===== src/rtl/seq_restoring_divider.sv =====
// Iterative unsigned restoring divider: one quotient bit per clock with a
// start/done handshake; divide-by-zero returns all-ones quotient and the dividend.
module seq_restoring_divider #(
    parameter int WIDTH = 4
) (
    input  logic             clk,
    input  logic             rst,
    input  logic             start,
    input  logic [WIDTH-1:0] dividend,
    input  logic [WIDTH-1:0] divisor,
    output logic             busy,
    output logic             done,
    output logic [WIDTH-1:0] quotient,
    output logic [WIDTH-1:0] remainder,
    output logic             div_by_zero
);
    localparam int CW = $clog2(WIDTH);

    typedef enum logic [1:0] {IDLE, CALC, DONE} state_t;

    state_t           state_q;
    logic [CW-1:0]    cnt_q;
    logic [WIDTH-1:0] r_q, r_d;
    logic [WIDTH-1:0] q_q, q_d;
    logic [WIDTH-1:0] d_q;
    logic [WIDTH:0]   t, diff;
    logic [WIDTH-1:0] quot_q, rem_q;
    logic             busy_q, done_q, dbz_q;

    // The stored partial remainder is always below the divisor, so it fits in
    // WIDTH bits; the shifted trial value needs one more, and the borrow out of
    // the WIDTH+1-bit subtraction is the "doesn't fit" decision.
    always_comb begin
        t    = {r_q, q_q[WIDTH-1]};
        diff = t - {1'b0, d_q};
        q_d  = {q_q[WIDTH-2:0], 1'b0};
        r_d  = t[WIDTH-1:0];
        if (!diff[WIDTH]) begin
            r_d    = diff[WIDTH-1:0];
            q_d[0] = 1'b1;
        end
    end

    always_ff @(posedge clk) begin
        if (rst) begin
            state_q <= IDLE;
            cnt_q   <= '0;
            r_q     <= '0;
            q_q     <= '0;
            d_q     <= '0;
            quot_q  <= '0;
            rem_q   <= '0;
            busy_q  <= 1'b0;
            done_q  <= 1'b0;
            dbz_q   <= 1'b0;
        end else begin
            case (state_q)
                IDLE: begin
                    done_q <= 1'b0;
                    if (start) begin
                        d_q <= divisor;
                        if (divisor != '0) begin
                            state_q <= CALC;
                            busy_q  <= 1'b1;
                            cnt_q   <= '0;
                            r_q     <= '0;
                            q_q     <= dividend;
                        end else begin
                            state_q <= DONE;
                            done_q  <= 1'b1;
                            quot_q  <= '1;
                            rem_q   <= dividend;
                            dbz_q   <= 1'b1;
                        end
                    end
                end
                CALC: begin
                    r_q   <= r_d;
                    q_q   <= q_d;
                    cnt_q <= cnt_q + CW'(1);
                    if (cnt_q == CW'(WIDTH - 1)) begin
                        state_q <= DONE;
                        busy_q  <= 1'b0;
                        done_q  <= 1'b1;
                        quot_q  <= q_d;
                        rem_q   <= r_d;
                        dbz_q   <= 1'b0;
                    end
                end
                DONE: begin
                    done_q  <= 1'b0;
                    state_q <= IDLE;
                end
                default: state_q <= IDLE;
            endcase
        end
    end

    assign busy        = busy_q;
    assign done        = done_q;
    assign quotient    = quot_q;
    assign remainder   = rem_q;
    assign div_by_zero = dbz_q;
endmodule

===== config.mk =====
export PLATFORM = sky130hd
export DESIGN_NAME = seq_restoring_divider
export DESIGN_NICKNAME = d
export VERILOG_FILES = /design/src/rtl/seq_restoring_divider.sv
export SDC_FILE = /design/constraint.sdc
export NUM_CORES = 1
export LEC_CHECK = 0
export ABC_CLOCK_PERIOD_IN_PS = 2600
export BUFFER_PORTS_ARGS = -buffer_cell sky130_fd_sc_hd__buf_2
export CORE_MARGIN = 5
export CORE_UTILIZATION = 55
export DETAILED_ROUTE_END_ITERATION = 8
export PLACE_DENSITY = 0.78
export SLEW_MARGIN = 25
export SYNTH_ARGS = -nofsm -noshare
export SYNTH_HDL_FRONTEND = slang
export SYNTH_SLANG_ARGS = --single-unit

===== constraint.sdc =====
create_clock -name clk -period 2.6 [get_ports clk]
set_input_delay 0.65 -clock clk [delete_from_list [all_inputs] [get_ports clk]]
set_output_delay 0.65 -clock clk [all_outputs]
set_load 0.05 [all_outputs]

# Yosys cells after proc, flatten, opt, wreduce, memory -nomap -nowiden
# Cells that the tools add are included.
[totals]
register_bits = 27
inputBits = 11
out_inout_bits = 11
wordCells = 63
[classes]
addsub = 2
n_eq_ne = 7
mux = 34
n_reduce_logical = 10
[ops]
columns = ["op", "n"]
rows = [
  ["4-bit 2-to-1 mux", 11],
  ["4-bit case mux with 2 select lines", 4],
  ["2-bit 2-to-1 mux", 5],
  ["1-bit 2-to-1 mux", 9],
  ["2-bit inequality test (second input constant)", 4],
  ["2-bit case mux with 2 select lines", 2],
  ["4-bit AND reduction", 2],
  ["2-bit AND reduction", 3],
  ["5-bit by 4-bit subtractor with 5-bit output", 1],
  ["2-bit equality test (second input constant)", 2],
  ["1-bit case mux with 2 select lines", 2],
  ["4-bit nonzero test", 1],
  ["1-bit case mux with 3 select lines", 1],
  ["3-bit AND reduction", 1],
  ["3-bit nonzero test", 1],
  ["2-bit by 1-bit adder with 2-bit output (second input constant)", 1],
  ["2-bit by 1-bit equality test with 1-bit output (second input constant)", 1],
  ["2-bit zero test", 1],
  ["2-bit nonzero test", 1],
]

# Depth between registers and ports, before layout
# Gate-level depths: netlist of run 1.
[depth]
depth_word = 4
ltp_mapped = 9
mapped_depth_nobuf = 8

# Worst setup path after synthesis of run 1
# No wires, ideal clock.
[synth_timing]
path_type = "register -> register"
startpoint = "register q_q[3]"
endpoint = "register r_q[1]"
setup_ns = 0.075
arrival_time_ns = 2.097
t_required_ns = 2.525
slack_ns = 0.428
stages_incl_launch_ff = 9
n_path_buf = 0
synth_period_minus_slack_ns = 2.172
path_cell_list = "dfxtp_1 > inv_1 > ha_1 > fa_1 > nand2b_1 > a21oi_1 > xor2_2 > mux2_2 > o21ai_0"
[synth_between]
elab_chain_len = 3
[synth_rtl]
columns = ["item", "line", "text"]
rows = [
  ["from (decl)", "24", "logic [WIDTH-1:0] q_q, q_d;"],
  ["from (signal assigned)", "67", "q_q <= dividend;"],
  ["from (signal assigned)", "79", "q_q <= q_d;"],
  ["5-bit by 4-bit subtractor with 5-bit output", "35", "diff = t - {1'b0, d_q};"],
  ["4-bit 2-to-1 mux", "38", "if (!diff[WIDTH]) begin"],
  ["4-bit case mux with 2 select lines", "57", "case (state_q)"],
  ["to (signal assigned)", "78", "r_q <= r_d;"],
  ["to (decl)", "23", "logic [WIDTH-1:0] r_q, r_d;"],
]
# Every way passes these cells.
# A chain may end at the register's enable or synchronous reset.

# Worst setup path in the final report of run 1
# Ends and elaborated chain as after synthesis.

==> results.md, run 1 <==
* Hold Path Sink: d_q[3]$_SDFFE_PP0P_
* CTS Root Cell: clkbuf_4
* WL/cell at 14.06 um
* Max_cap viols at 0
* CTS clk-pin slew, worst paths at 0.14 ns
* Setup bufs post-CTS at 0
* Levels on crit path at 8
* Worst reg2reg path depth at 8
* Residual DRC at 0
* Status: completed
* Vias in the first global route at 1,200
* Pwr dens at 601.7 nW/um2
* Maximum clock rate at 0.4121 GHz
* Antenna Violating Nets Remaining at 0
* Post-detailed-routing wire length at 3.037 mm
* Routed length on met1 at 1.384 mm
* Die width at 61.28 um
* Final Non-Filler Cells at 216
* CP Cell Sequence: inv_1 -> ha_1 -> fa_1 -> nand2b_1 -> a21oi_1 -> xor2_2 -> mux2_2 -> o21ai_0
* Crit path DAT at 2.68 ns
* Design area at 1598 um2
* GRT Overall Usage at 18.58%
* Slowest stage delay, CP at 0.40 ns
* Met2 WL at 1.465 mm
* CTS Buffer Depth at 2
* R2R setup slack at 0.17 ns
* Synth top area cells: dfxtp_1, ha_1, nor2_1
* Final Hold Viols at 0
* Routed wl met3 at 147 um
* CP bufs+invs at 1
* Drt first pass iters at 4
* Slowest CP cell: fa_1
* Starting Density at 57.86%
* Max-slew headroom at 54.52%
* Post-CTS resize count at 0
* H-tree depth at 1
* Die ar. at 3755 um2
* Hold Crit Class: register to register
* Critical Path Sink Type: register
* Highest routed layer: met4
* Register area share after synthesis at 37.37%
* Cells after synthesis at 165
* Ports at 22
* Place WS at 0.2004 ns
* Core box area at 2500 um2
* Clock tree sinks at 27
* Number of synthesized register bits at 27
* R2R Path End: r_q[1]$_SDFFE_PP0P_
* Yosys top cell area share at 37.37%
* Hold_buf cts at 0
* Pleak at 0.6691 nW
* Post-synthesis cell type count at 36
* YS warnings at 0
* Tmin final at 2.426 ns
* Placed cell area at 1570 um2
* DIE HEIGHT at 61.28 um
* Fin. max-slew vios at 0
* Port Buffer Count at 21
* Mean Syn Cell Area at 8.766 um2
* Tcrit/Tclk final at 93.32%
* Synthesized area at 1446 um2
* Ant diodes at 0
* Worst slew pin tran at 0.6751 ns
* Setup TNS at 0 ns
* Family with the most delay on the worst path: adder cells
* Initial antenna violation count at 0
* Inst Count DP at 212
* Syn nets at 185
* Synth area leader: dfxtp_1
* Worst Hold Depth at 2
* Via-to-Cell Ratio at 5.690
* Final Skew at 0.001003 ns
* Post-DP HPWL at 2.391 mm
* Setup CP Type: register to register
* Grt total ovfl at 0
* Critical Path RT at 2.86 ns
* Nets at 207
* Finish-stage setup viols at 0
* CP startpoint kind: register
* Unrepaired setup endpoints after global routing: no
* Hold Path Origin: d_q[3]$_SDFFE_PP0P_
* Skew-Pair Late Insertion Delay at 0.32 ns
* Final WS setup at 0.1737 ns
* RD Place Congestion at 0.7947
* CTS tree: yes
* Vias at 1,229
* DR iter-0 viols at 46
* Fraction of layout cells with a size suffix above 1 at 20.97%
* Area Growth Syn to Fin at 10.47%
* First-pass GRT wire length at 5.181 mm
* Reg2Reg Launch Point: q_q[3]$_SDFFE_PP0P_
* CTS buffer count at 3
* Rows at 18
* Max FO, Critical Path at 8
* Largest net degree at the start of global routing at 33
* Peak supply drop at 0.0004146 V
[worst max path at each step]
stage / startpoint / endpoint / slack [ns]
2_1_floorplan: q_q[3]$_SDFFE_PP0P_ / r_q[1]$_SDFFE_PP0P_ / 0.43
3_3_place_gp: q_q[3]$_SDFFE_PP0P_ / r_q[0]$_SDFFE_PP0P_ / 0.36
3_5_place_dp: q_q[3]$_SDFFE_PP0P_ / r_q[1]$_SDFFE_PP0P_ / 0.20
4_1_cts: q_q[3]$_SDFFE_PP0P_ / r_q[1]$_SDFFE_PP0P_ / 0.16
5_1_grt: q_q[3]$_SDFFE_PP0P_ / r_q[1]$_SDFFE_PP0P_ / 0.005
6_report: q_q[3]$_SDFFE_PP0P_ / r_q[1]$_SDFFE_PP0P_ / 0.17
[cells in the mapped netlist]
master     count
o32ai_1        1
a311oi_1       1
inv_1          9
fa_1           1
o21a_1         1
nor3_1         3
and2_2         1
buf_6          1
xor2_1         1
dfxtp_1       27
or4_4          1
o21ai_0        6
nand3b_4       1
o31ai_4        1
xor2_2         1
a32oi_1        1
mux2i_1        5
nand3b_1       6
o21ai_1        5
nor3_2         4
ha_1           8
nand2b_1       3
nand2_1       12
nor2_1        22
mux2_2         2
a2bb2oi_1      1
a211oi_1       6
xnor2_1        1
nor3b_1        6
clkbuf_1       4
or3_1          1
nor2b_1        2
buf_4          2
nor4_1         1
a21oi_1       13
nand3_1        4
[stage by stage]
stage               power [W]  hold WS (ns)  utilization (%)
finish              0.0009615        0.4722            63.91
global route         0.001023        0.5103            63.91
CTS                 0.0009714        0.4766            63.91
detailed placement  0.0007903        0.4559            62.81
global placement    0.0007747        0.4497            62.81
floorplan           0.0007153        0.4363                -
[power breakdown]
group	switching, W	internal (W)
Sequential	0.0000251	0.000448
Combinational	0.000191	0.000117
Clock	0.000122	0.0000577
[state kept, by name (all words and copies together), names as in the netlist, 2 cells and up]
name and count:
cnt_q 2, d_q 4, q_q 4, quotient 4, r_q 4, remainder 4, state_q 2
[cells in the final DEF, fill, tap and decap left out, drive strengths merged, types with 2 or more instances in the layout]
master	n
dfxtp	27
buf	24
nor2	22
a21oi	13
nand2	12
o21ai	11
inv	9
ha	8
nand3b	7
nor3	7
a211oi	6
nor3b	6
mux2i	5
nand3	4
nand2b	3
clkbuf	3
nor2b	2
mux2	2
xor2	2
[cell families (layout without fill, tap and decap cells)]
logic type                 after synthesis  count (layout)  synth area share (%)
DFF                                     27              27                 37.37
muxes                                    7               7                 5.017
xor gates and xnor gates                 3               3                 2.336
adders and majority gates                9               9                 8.305
AOI/OAI and AO/OA                       36              36                 15.83
and+or+nand+nor                         67              67                 25.95
buffers and inverters                   16              37                 5.189
[metal layers]
metal  vias up  GRT usage, %
li1        620             -
met1       579         23.29
met2        26         31.57
met3         4         2.725
met4         0         8.050
met5         -             0
[layout make-up]
class                           instances  area [um2]
Clock inverter                          1       5.005
Fill cell                             232       902.1
Clock buffer                            3       22.52
Sequential cell                        27       540.5
Inverter                                9       33.78
Multi-Input combinational cell        122       830.8
Tap cell                               30       37.54
Timing Repair Buffer                   24       127.6
[worst reg2reg max path: cells and delay by family (launching register included)]
| kind | cells | cell delay (ns) |
|---|---|---|
| AO/OA/AOI/OAI | 2 | 0.38 |
| buffers and inverters | 1 | 0.06 |
| multiplexers | 1 | 0.40 |
| AND/OR/NAND/NOR | 1 | 0.16 |
| flip-flops | 1 | 0.36 |
| XOR/XNOR | 1 | 0.40 |
| adder cells (fa/ha/maj) | 2 | 0.62 |
Note: power is estimated with default switching activity, not from simulation.
==> inputs of run 2 (changes only) <==
CORE_ASPECT_RATIO = 2   (was not set)
==> run 2 against run 1 <==
Effect of this change:
- final area is 0.94% higher
- highest routed layer unchanged
- total power is 4.9% higher
- sequential share of layout area shrank 0.32 points
==> results.md, run 2 (synthesis gave the netlist of run 1 again) <==
* R2R Path End: r_q[1]$_SDFFE_PP0P_
* WL/cell at 13.83 um (-1.7%)
* Hold_buf cts at 0 (unchanged)
* DIE HEIGHT at 82.52 um (+35%)
* Reg area at 540.5 um2 (unchanged)
* Setup TNS at 0 ns (unchanged)
* Nets at 207 (unchanged)
* Pleak at 0.6741 nW (+0.75%)
* Clock power frac at 23.3% (+4.6 points)
* Maximum clock rate at 0.4224 GHz (+2.5%)
* Core box area at 2537 um2 (+1.5%)
* Reg2Reg Launch Point: q_q[3]$_SDFFE_PP0P_
* Commonest non-fill, non-tap cell in the layout: dfxtp_1
* Grt total ovfl at 0 (unchanged)
* Most frequent cells in the layout: dfxtp_1, nor2_1, buf_2
* Crit path DAT at 2.57 ns (-0.11 ns)
* Flop pwr share at 46.9% (-2.4 points)
* Post-CTS resize count at 0 (unchanged)
* Finish-stage setup viols at 0 (unchanged)
* Worst Hold Depth at 2 (unchanged)
* Slowest CP cell: fa_1
* R2R setup slack at 0.23 ns (+0.06 ns)
* CP startpoint kind: register
* Status: completed
* Critical Path RT at 2.80 ns (-0.06 ns)
* Multi-input gate area at 830.8 um2 (unchanged)
* Drt first pass iters at 4 (unchanged)
* Die width at 46.26 um (-25%)
* Setup CP Type: register to register
* DR iter-0 viols at 26 (-43%)
* Ant diodes at 0 (unchanged)
* Fillers at 229 (-1.3%)
* RD Place Congestion at 0.7979 (+0.40%)
* Residual DRC at 0 (unchanged)
* Rows at 26 (+8)
* Max-slew headroom at 49.33% (-5.2 points)
* Logic pwr share at 29.9% (-2.1 points)
* CTS clk-pin slew, worst paths at 0.09 ns (-0.05 ns)
* Largest net degree at the start of global routing at 33 (unchanged)
* Unrepaired setup endpoints after global routing: no
* Post-detailed-routing wire length at 2.959 mm (-2.6%)
* Max_cap viols at 0 (unchanged)
* Switching power of the nets at 0.0003337 W (-1.4%)
* Area Growth Syn to Fin at 11.51%
* First-pass GRT wire length at 5.195 mm (+0.27%)
* CTS Buffer Depth at 2 (unchanged)
* Final Hold Viols at 0 (unchanged)
* Final Skew at 0.003059 ns (+0.002056 ns)
* Fin. max-slew vios at 0 (unchanged)
* Vias at 1,235 (+0.49%)
* CP Cell Sequence: inv_1 -> ha_1 -> fa_1 -> nand2b_1 -> a21oi_1 -> xor2_2 -> mux2_2 -> o21ai_0
* Hold WS at 0.4668 ns (-0.005444 ns)
* Sw frac at 33.08% (-2.1 points)
* GRT Overall Usage at 18.05% (-0.53 points)
* Critical Path Start: q_q[3]$_SDFFE_PP0P_
* Hold Path Sink: d_q[3]$_SDFFE_PP0P_
* CTS buffer count at 3 (unchanged)
* Design area at 1613 um2 (+0.94%)
* Hold Path Origin: d_q[3]$_SDFFE_PP0P_
* Hold Crit Class: register to register
* Setup bufs post-CTS at 0 (unchanged)
* Vias in the first global route at 1,231 (+2.6%)
* Post-DP HPWL at 2.373 mm (-0.76%)
* Placed cell area at 1568 um2 (-0.16%)
* Worst reg2reg path depth at 8 (unchanged)
* Fraction of layout cells with a size suffix above 1 at 20.43% (-0.54 points)
* CTS tree: yes
* Via-to-Cell Ratio at 5.771 (+1.4%)
* Pwr dens at 625.5 nW/um2 (+3.9%)
* Slowest stage delay, CP at 0.41 ns (about the same)
* H-tree depth at 1 (unchanged)
* Critical Path Sink Type: register
* CTS Root Cell: clkbuf_8
* Clock tree sinks at 27 (unchanged)
* Worst slew pin tran at 0.7522 ns (+0.07707 ns)
* Die ar. at 3817 um2 (+1.7%)
* Pint at 0.0006751 W (+8.4%)
* Starting Density at 57.00% (-0.86 points)
* Tcrit/Tclk final at 91.04% (-2.3 points)
* Tmin final at 2.367 ns (-0.05918 ns)
* Max FO, Critical Path at 8 (unchanged)
* Port Buffer Count at 21 (unchanged)
* Skew-Pair Late Insertion Delay at 0.27 ns (-0.05 ns)
* Peak supply drop at 0.0003852 V (-7.1%)
* Initial antenna violation count at 0 (unchanged)
* Antenna Violating Nets Remaining at 0 (unchanged)
* Ports at 22 (unchanged)
==> run 2: cell types whose count changed in the layout (fill, tap and decap cells not counted), sizes merged <==
cell and delta:
clkinv -1, clkbuf +1
==> run 2: worst max path at each step <==
| stage | endpoint | depth (start not counted) |
|---|---|---|
| 6_report | r_q[1]$_SDFFE_PP0P_ | 8 |
| 3_5_place_dp | quotient[3]$_SDFFE_PP0P_ | 6 |
| 2_1_floorplan | r_q[1]$_SDFFE_PP0P_ | 8 |
| 5_1_grt | r_q[1]$_SDFFE_PP0P_ | 8 |
| 3_3_place_gp | quotient[0]$_SDFFE_PP0P_ | 6 |
| 4_1_cts | r_q[1]$_SDFFE_PP0P_ | 8 |
==> run 2: cell type report <==
| cell class | instances | area share (%) |
|---|---|---|
| tap | 28 | 2.172 |
| timing repair buffer | 24 | 7.913 |
| sequential | 27 | 33.51 |
| inverter | 9 | 2.095 |
| multi-input combinational | 122 | 51.51 |
| clock buffer | 4 | 2.793 |
==> run 2: worst max-delay path, delay by kind of cell (launching register included) <==
kind,cells,cell delay (ns)
adder cells (fa/ha/maj),2,0.63
multiplexers,1,0.39
XOR/XNOR,1,0.36
flip-flops,1,0.35
AO/OA/AOI/OAI,2,0.34
AND/OR/NAND/NOR,1,0.16
buffers and inverters,1,0.06
==> run 2: metrics by stage <==
| step | utilization, % | instances | total power (W) | setup WS (ns) |
|---|---|---|---|---|
| floorplan | - | 165 | 0.0007153 | 0.4285 |
| global route | 63.56 | 214 | 0.001073 | 0.05657 |
| detailed placement | 61.79 | 210 | 0.0007851 | 0.1702 |
| CTS | 63.56 | 214 | 0.001017 | 0.2330 |
| global placement | 61.79 | 210 | 0.0007751 | 0.1859 |
| finish | 63.56 | 214 | 0.001009 | 0.2328 |
==> run 2: per-layer routing <==
metal,up-vias,GRT usage [%],part of all wire (%),wire [um]
met1,580,18.72,37,1097
met4,0,8.547,2.8,83
met5,-,0,0,0
li1,619,-,-,-
met2,29,33.29,55,1642
met3,7,2.603,4.6,135
==> run 2: power groups by stage <==
| stage | clock, W | sequential (W) | combinational [W] |
|---|---|---|---|
| 6_report | 0.000235 | 0.000473 | 0.000301 |
| 3_3_place_gp | 0 | 0.000480 | 0.000295 |
| 4_1_cts | 0.000240 | 0.000473 | 0.000304 |
| 5_1_grt | 0.000261 | 0.000477 | 0.000336 |
| 2_1_floorplan | 0 | 0.000501 | 0.000214 |
| 3_5_place_dp | 0 | 0.000482 | 0.000303 |
